[src/rtl/ov7670_cfg_pkg.sv]
// Shared types and constants for the OV7670 register-init sequencer and its table ROM.
package ov7670_cfg_pkg;

    localparam logic [7:0]  SCCB_ID_DEFAULT = 8'h42;
    localparam logic [15:0] END_MARK        = 16'hFFFF;
    localparam logic [15:0] DEL_MARK        = 16'hFFF0;

    // Table contents selectable per instance: real camera list, short bring-up list, all-writes fill.
    localparam int TBL_OV7670 = 0;
    localparam int TBL_SHORT  = 1;
    localparam int TBL_FILL   = 2;

    typedef enum logic [2:0] {
        PWRUP,
        FETCH,
        DECODE,
        SEND,
        DELAY,
        DONE
    } cfg_state_e;

    function automatic int max3(input int a, input int b, input int c);
        int m;
        m = (a > b) ? a : b;
        return (m > c) ? m : c;
    endfunction

endpackage

[src/rtl/ov7670_reg_rom.sv]
// Synchronous {register,value} table ROM; data appears one clock after the address.
module ov7670_reg_rom
    import ov7670_cfg_pkg::*;
#(
    parameter int ADDR_W    = 8,
    parameter int TABLE_SEL = TBL_OV7670
) (
    input  logic              clk,
    input  logic [ADDR_W-1:0] addr_i,
    output logic [15:0]       data_o
);

    localparam int DEPTH = 1 << ADDR_W;

    function automatic logic [15:0] table_entry(input int idx);
        logic [15:0] e;
        e = END_MARK;
        case (TABLE_SEL)
            TBL_SHORT: begin
                case (idx)
                    0:       e = 16'h1280;
                    1:       e = DEL_MARK;
                    2:       e = 16'h40D0;
                    default: e = END_MARK;
                endcase
            end
            TBL_FILL: e = {8'(idx), ~8'(idx)};
            default: begin
                // Soft reset first, then let the sensor settle before the real setup.
                case (idx)
                    0:       e = 16'h1280;
                    1:       e = DEL_MARK;
                    2:       e = 16'h1204;
                    3:       e = 16'h1180;
                    4:       e = 16'h0C00;
                    5:       e = 16'h3E00;
                    6:       e = 16'h0400;
                    7:       e = 16'h40D0;
                    8:       e = 16'h3A04;
                    9:       e = 16'h1418;
                    10:      e = 16'h4FB3;
                    11:      e = 16'h50B3;
                    12:      e = 16'h5100;
                    13:      e = 16'h523D;
                    14:      e = 16'h53A7;
                    15:      e = 16'h54E4;
                    16:      e = 16'h589E;
                    17:      e = 16'h3DC0;
                    18:      e = 16'h1714;
                    19:      e = 16'h1802;
                    20:      e = 16'h3280;
                    21:      e = 16'h1903;
                    22:      e = 16'h1A7B;
                    23:      e = 16'h030A;
                    24:      e = 16'h0F41;
                    25:      e = 16'h1E00;
                    26:      e = 16'h330B;
                    27:      e = 16'h3C78;
                    28:      e = 16'h6900;
                    29:      e = 16'h7400;
                    30:      e = 16'hB084;
                    31:      e = 16'hB10C;
                    32:      e = 16'hB20E;
                    33:      e = 16'hB380;
                    default: e = END_MARK;
                endcase
            end
        endcase
        return e;
    endfunction

    logic [15:0] rom_mem [DEPTH];
    logic [15:0] data_q;

    generate
        for (genvar gi = 0; gi < DEPTH; gi++) begin : g_rom
            assign rom_mem[gi] = table_entry(gi);
        end
    endgenerate

    always_ff @(posedge clk) begin
        data_q <= rom_mem[addr_i];
    end

    assign data_o = data_q;

endmodule

[src/rtl/ov7670_config_seq.sv]
// Camera register-init sequencer: walks the table ROM and hands each {reg,val}
// to the SCCB sender over a send/taken level handshake, with power-up and table delays.
module ov7670_config_seq
    import ov7670_cfg_pkg::*;
#(
    parameter logic [7:0] SCCB_ID        = SCCB_ID_DEFAULT,
    parameter int         PWRUP_CYCLES   = 1_250_000,
    parameter int         DELAY_CYCLES   = 500_000,
    parameter int         TIMEOUT_CYCLES = 65_536,
    parameter int         ADDR_W         = 8,
    parameter int         TABLE_SEL      = TBL_OV7670
) (
    input  logic              clk,
    input  logic              rst_n,
    input  logic              restart,
    input  logic              taken,
    output logic              send,
    output logic [7:0]        id,
    output logic [7:0]        reg_addr,
    output logic [7:0]        reg_val,
    output logic              config_done,
    output logic              config_err,
    output logic [ADDR_W-1:0] cfg_index
);

    localparam int MAX_CYC = max3(PWRUP_CYCLES, DELAY_CYCLES, TIMEOUT_CYCLES);
    localparam int CNT_W   = (MAX_CYC > 1) ? $clog2(MAX_CYC) : 1;

    localparam logic [CNT_W-1:0]  PWRUP_LAST   = CNT_W'(PWRUP_CYCLES - 1);
    localparam logic [CNT_W-1:0]  DELAY_LAST   = CNT_W'(DELAY_CYCLES - 1);
    localparam logic [CNT_W-1:0]  TIMEOUT_LAST = CNT_W'(TIMEOUT_CYCLES - 1);
    localparam logic [ADDR_W-1:0] INDEX_LAST   = '1;

    cfg_state_e        state_q, state_d;
    logic [CNT_W-1:0]  cnt_q, cnt_d;
    logic [ADDR_W-1:0] index_q, index_d;
    logic [7:0]        addr_q, addr_d;
    logic [7:0]        val_q, val_d;
    logic              err_q, err_d;
    logic [15:0]       rom_data;
    logic              last_entry;

    ov7670_reg_rom #(
        .ADDR_W    (ADDR_W),
        .TABLE_SEL (TABLE_SEL)
    ) u_rom (
        .clk    (clk),
        .addr_i (index_q),
        .data_o (rom_data)
    );

    assign last_entry = (index_q == INDEX_LAST);

    always_ff @(posedge clk or negedge rst_n) begin
        if (!rst_n) begin
            state_q <= PWRUP;
            cnt_q   <= '0;
            index_q <= '0;
            addr_q  <= '0;
            val_q   <= '0;
            err_q   <= 1'b0;
        end else begin
            state_q <= state_d;
            cnt_q   <= cnt_d;
            index_q <= index_d;
            addr_q  <= addr_d;
            val_q   <= val_d;
            err_q   <= err_d;
        end
    end

    always_comb begin
        state_d = state_q;
        cnt_d   = cnt_q;
        index_d = index_q;
        addr_d  = addr_q;
        val_d   = val_q;
        err_d   = err_q;
        unique case (state_q)
            PWRUP: begin
                if (cnt_q == PWRUP_LAST) begin
                    cnt_d   = '0;
                    state_d = FETCH;
                end else begin
                    cnt_d = cnt_q + 1'b1;
                end
            end
            FETCH: state_d = DECODE;
            DECODE: begin
                if (rom_data == END_MARK) begin
                    state_d = DONE;
                end else if (rom_data == DEL_MARK) begin
                    cnt_d   = '0;
                    state_d = DELAY;
                end else begin
                    addr_d  = rom_data[15:8];
                    val_d   = rom_data[7:0];
                    cnt_d   = '0;
                    state_d = SEND;
                end
            end
            SEND: begin
                // taken wins over a coincident timeout: the frame was accepted.
                if (taken) begin
                    state_d = last_entry ? DONE : FETCH;
                    index_d = last_entry ? index_q : index_q + 1'b1;
                end else if (cnt_q == TIMEOUT_LAST) begin
                    err_d   = 1'b1;
                    state_d = DONE;
                end else begin
                    cnt_d = cnt_q + 1'b1;
                end
            end
            DELAY: begin
                if (cnt_q == DELAY_LAST) begin
                    state_d = last_entry ? DONE : FETCH;
                    index_d = last_entry ? index_q : index_q + 1'b1;
                end else begin
                    cnt_d = cnt_q + 1'b1;
                end
            end
            DONE: begin
                if (restart) begin
                    index_d = '0;
                    cnt_d   = '0;
                    err_d   = 1'b0;
                    state_d = PWRUP;
                end
            end
            default: state_d = PWRUP;
        endcase
    end

    always_comb begin
        send        = (state_q == SEND);
        config_done = (state_q == DONE);
    end

    assign id         = SCCB_ID;
    assign reg_addr   = addr_q;
    assign reg_val    = val_q;
    assign config_err = err_q;
    assign cfg_index  = index_q;

endmodule

[config.mk]
export PLATFORM = sky130hd
export DESIGN_NAME = ov7670_config_seq
export DESIGN_NICKNAME = d
export VERILOG_FILES = /design/src/rtl/ov7670_cfg_pkg.sv /design/src/rtl/ov7670_reg_rom.sv /design/src/rtl/ov7670_config_seq.sv
export SDC_FILE = /design/constraint.sdc
export NUM_CORES = 1
export LEC_CHECK = 0
export ABC_AREA = 1
export BUFFER_PORTS_ARGS = -buffer_cell sky130_fd_sc_hd__buf_2
export CORE_MARGIN = 2
export CORE_UTILIZATION = 55
export DETAILED_ROUTE_END_ITERATION = 8
export PLACE_DENSITY = 0.79
export SLEW_MARGIN = 20
export SYNTH_ARGS = -nofsm -noshare
export SYNTH_HDL_FRONTEND = slang
export SYNTH_HIERARCHICAL = 1
export SYNTH_SLANG_ARGS = --single-unit
[constraint.sdc]
create_clock -name clk -period 2.15 [get_ports clk]
set_clock_uncertainty 0.2 [all_clocks]
set_input_delay 0.215 -clock clk [delete_from_list [all_inputs] [get_ports clk]]
set_output_delay 0.215 -clock clk [all_outputs]
set_load 0.1 [all_outputs]
# Yosys cells after proc, flatten, opt, wreduce, memory -nomap -nowiden

Memories as Yosys holds them, arrays and structs flattened. A register that Yosys moved wholly into a read port is not among the register bits.
Index checks and enable logic that the tools add are counted.

Register bits: 49
Bits in read-only memories: 4096
Input bits: 4
Output and inout port bits: 35
Word-level logic and storage cells: 67
Memories kept: 1

Memories:

| memory           | depth | width | read ports | clocked after memory_dff | wr ports | line                 | source |
|---|---|---|---|---|---|---|---|
| (name not given) | 256   | 16    | 1          | 1                        | 0        | ov7670_reg_rom.sv:82 | `data_q <= rom_mem[addr_i];` |

Add/subtract/negate cells: 2
Equal/unequal tests: 21
Multiplexer cells: 25
Bitwise gates (word level): 3
Reduce and logical (&&, ||, !) cells: 9

Operators with widths:

| cell                                                                     | count |
|---|---|
| 21-bit two-way mux                                                       | 6 |
| 21-bit one-hot mux with 5 select lines                                   | 1 |
| 16-bit equality test (second input constant)                             | 2 |
| 8-bit two-way mux                                                        | 4 |
| 3-bit two-way mux                                                        | 8 |
| 8-bit one-hot mux with 3 select lines                                    | 1 |
| 21-bit by 1-bit adder with 21-bit output (second input constant)         | 1 |
| 21-bit by 16-bit equality test with 1-bit output (second input constant) | 1 |
| 21-bit by 19-bit equality test with 1-bit output (second input constant) | 1 |
| 21-bit equality test (second input constant)                             | 1 |
| 3-bit one-hot mux with 6 select lines                                    | 1 |
| 2-bit inequality test (second input constant)                            | 8 |
| 4-bit AND reduction                                                      | 3 |
| 8-bit inverter with 9-bit output                                         | 1 |
| 8-bit by 1-bit adder with 8-bit output (second input constant)           | 1 |
| 8-bit equality test (second input constant)                              | 1 |
| 3-bit by 2-bit equality test with 1-bit output (second input constant)   | 2 |
| 3-bit equality test (second input constant)                              | 2 |
| 6-bit AND reduction                                                      | 1 |
| 5-bit nonzero test                                                       | 1 |
| 3-bit by 1-bit equality test with 1-bit output (second input constant)   | 1 |
| 3-bit logical NOT                                                        | 1 |
| 1-bit two-way mux                                                        | 3 |
| 3-bit by 2-bit inequality test with 1-bit output (second input constant) | 1 |
| other kinds (6)                                                          | 7 |

# Logic depth before layout (Yosys ltp)

Depth after elaboration: 4
Depth in mapped cells: 12
Depth with buffers taken out: 12

# Hierarchy

The synthesis kept the hierarchy.

Modules (own cells, without submodules):

| module            | times used | cells an instance | area an instance (µm²) | seq. area each (µm²) |
|---|---|---|---|---|
| ov7670_config_seq | 1          | 445               | 3084.2                 | 1226.2 |
| ov7670_reg_rom    | 1          | 206               | 1305.0                 | 320.3 |

# Worst setup path after synthesis

Ideal clock, no wire load.

Kind: register -> register
From: register index_q[1], in the netlist cfg_index[1]
To: register index_q[0], in the netlist cfg_index[0]
Arrival: 2.393 ns
Required time: 1.881 ns
Path slack: -0.511 ns
Stages on the path, launching flop included: 12
Buffers on the path: 0
Period minus slack after synthesis: 2.661 ns
Path through: dfrtp_1 ha_1 nand2_1 inv_1 nand4_1 nor2_1 nand2_1 nand2_1 nor2_4 inv_1 nand2_1 nand2_1

Cells in the longest elaborated chain, start to end: 4
Elaborated cells on any way between the ends: 5

RTL lines:

| element                                 | line                    | source |
|---|---|---|
| start: declaration                      | ov7670_config_seq.sv:36 | `logic [ADDR_W-1:0] index_q, index_d;` |
| start signal: assignment                | ov7670_config_seq.sv:65 | `index_q <= index_d;` |
| 8-bit equality test *                   | ov7670_config_seq.sv:52 | `assign last_entry = (index_q == INDEX_LAST);` |
| 8-bit two-way mux *                     | -                       |  |
| 8-bit two-way mux (on tied branches)    | -                       |  |
| 8-bit one-hot mux with 3 select lines * | -                       |  |

Every way passes the cells marked *; elsewhere a longest branch is shown, timed or not. The select of a mux whose other input is x is not followed.
A chain may end at the register's enable or synchronous reset.

# Final worst setup path

From: register state_q[1]
To: output config_done

Cells in the longest elaborated chain, start to end: 1

RTL lines:

| element                  | line                     | source |
|---|---|---|
| start: declaration       | ov7670_config_seq.sv:34  | `cfg_state_e state_q, state_d;` |
| start signal: assignment | ov7670_config_seq.sv:63  | `state_q <= state_d;` |
| 3-bit equality test      | ov7670_config_seq.sv:136 | `config_done = (state_q == DONE);` |
| end: declaration         | ov7670_config_seq.sv:21  | `output logic config_done,` |

No other way between the ends.

==> reports/summary.txt <==
status: completed
routability cong.: 0.952
Core Footprint: 0.00773 mm²
Post-route DRC: 0
vias in the first global route: 3816
synthesized flop and latch total: 65
Initial Util: 56.8%
max-cap viol count: 0
Vias: 4200
# setup viols final: 0
worst path cell trace: inv_2, nand2_2, nor2_4, buf_4, buf_2
share of post-route cells with drive strength above 1: 15.3%
H-tree levels: 3
vias per cell: 5.30
Synth top cells by count: 270 x nand2_1, 64 x nor2_1, 49 x dfrtp_1
drt first pass iters: 5
Synth cell types: 38
Synth Cell Area: 0.00439 mm²
GR Util met2: 39.6%
largest area contributor in the netlist: dfrtp_1
Worst Path Arrival: 1610 ps
Die ar.: 0.00871 mm²
Hold Violations, Final: 0
M1 GR Usage: 33.7%
largest net degree at the start of global routing: 31
Synth top area share: 27.9%
Setup WS post-layout: 128 ps
Max FO, Critical Path: 6
die width: 93.3 µm
setup_tns: 0 ps
Clk pin slew, worst setup/hold paths: 70 ps
dpl ws: 115 ps
RSZ-0062 raised after global routing: no
Warnings, synthesis: 6
initial antenna violation count: 0
required time of the critical path: 1740 ps
CP max stage delay: 420 ps
placed cells: 774
final hold slack: 28.1 ps
final period utilization: 94.0%
total power: 2.44 mW
PwrDens: 503 mW/mm²
GR peak layer: met2
Gate Count Post-Synth: 651
Port Buffers: 30
Tot GR Track Use: 24.7%
Overflow after GRT: 0
CTS sink cnt: 65
Longest Clk Path Bufs: 2
Worst Setup End Kind: primary output
area grow syn2layout: 10.7%
nets: 700
critical path's slowest cell: buf_2
Pleak: 2.56 nW
I/O pins: 39
fin crit period: 2020 ps
CTS buffer count: 9
antenna cell count: 0
Max Clock Freq: 0.495 GHz
antenna-violating nets left: 0
fraction of registers with async set/reset: 75.4%
post-synthesis sequential area ratio: 35.2%
hold crit path type: primary input to flop
worst-skew pair later-pin latency: 350 ps
Post-synth top flop: dfrtp_1
Slew @ Worst Pin: 522 ps
WL final: 10200 µm
Worst VDD drop: 0.349 mV
first-pass GRT wire length: 17400 µm
top-count cell post-synth: nand2_1
synth top area cells: dfrtp_1 28%, nand2_1 23%, dfxtp_1 7.3%
Die Y: 93.3 µm
syn_area_per_cell: 6.74 µm²
CTS tree: yes
CTS root buf: clkbuf_8
WS Path Type: flop to primary output
Finished Layout Cells: 793
number of synthesized flops with an enable pin: 0
CP startpoint kind: flop
DRT iter0 DRCs: 235
Worst slew margin: 64.9%
GR Util met3: 5.00%
Cell Rows: 32
DR WL/cell: 12.9 µm
fillers: 728
Slew Viols, Final: 0
hpwl dp: 7740 µm
-- metrics by stage --
stage	utilization (%)	instance area (µm²)
6_report	62.9	4860
5_1_grt	62.9	4860
4_1_cts	62.4	4820
3_5_place_dp	59.4	4590
3_3_place_gp	59.4	4590
2_1_floorplan	-	4430
-- power breakdown --
group	total, mW	switching (mW)	leakage, nW	internal, mW
Clock	1.14	0.486	0.109	0.652
Sequential	1.22	0	0.788	1.22
Combinational	0.0869	0.0801	1.66	0.00682
-- path summary, 6_finish.rpt --
path | from | endpoint | slack [ps] | cells past startpoint
max | state_q[1]$_DFFE_PN0P_ | config_done | 130 | 5
max in group asynchronous | rst_n | cnt_q[17]$_DFFE_PN0P_ | 1100 | 3
min in group asynchronous | rst_n | cnt_q[13]$_DFFE_PN0P_ | 110 | 2
min reg2reg | u_rom/data_o[7]$_SDFF_PN1_ | reg_val[7]$_DFFE_PN0P_ | 250 | 2
max reg2reg | state_q[2]$_DFFE_PN0P_ | cnt_q[20]$_DFFE_PN0P_ | 180 | 12
min | taken | state_q[1]$_DFFE_PN0P_ | 30 | 4
-- state kept, by name (all words and copies together), names as in the netlist --
register and count:
cfg_index 8, reg_val 8, reg_addr 8, config_err 1, u_rom/data_o 16, cnt_q 21, state_q 3
-- final cells by class --
cell class	count	area, µm²	share of cell area, %
clock buffers	9	124	2.55
clock inverters	7	95.1	1.96
inverters	53	211	4.35
multi-input cells	511	2450	50.5
flip-flops and latches	65	1560	32.1
well taps	102	128	2.63
repair buffers	46	288	5.92
-- timing repair --
| item | CTS | global route |
|---|---|---|
| gates resized for setup | 0 | 6 |
| buffers inserted | 0 | 2 |
| setup endpoints to repair | 0 | 31 |
| hold buffers | 1 | 0 |
| endpoints found under the hold margin | 49 | 0 |
-- worst max-delay path: cells and delay by family, from the launching register on --
family | cells | cell delay (ps)
buffers and inverters | 3 | 660
flip-flops | 1 | 410
AND/OR/NAND/NOR | 2 | 190
-- kinds of logic (layout without fill, tap and decap cells) --
logic type,Yosys count,in the layout,share of synthesized area [%]
compound gates,46,46,6.33
xor+xnor,16,16,3.19
fa+ha+maj,10,10,2.85
buf+inv,81,115,9.98
flops,65,65,35.2
other cells,2,8,0.171
simple gates,431,431,42.2
-- cell usage in the layout, fill, tap and decap left out, types with 3 or more instances in the layout --
master / instances
inv_1: 41
buf_2: 29
conb_1: 8
dfrtp_2: 4
xor2_1: 12
o21ai_0: 13
ha_1: 9
nand3_1: 45
nor2_4: 6
a21oi_1: 4
nand2_1: 268
xnor2_1: 4
inv_2: 9
nand4_1: 19
o21ai_1: 15
clkbuf_8: 9
nand2_2: 7
o211ai_1: 8
nor2_1: 64
buf_4: 14
nand3b_1: 3
dfrtp_1: 43
nor3_1: 6
nor2_2: 7
dfxtp_1: 16
-- per-layer routing --
metal  up-vias  part of all wire (%)
met3        19                   5.9
met4         0                   1.6
met5         -                     0
li1       2125                     -
met1      1902                    47
met2       154                    46
Power figures use the tool's default switching activity.
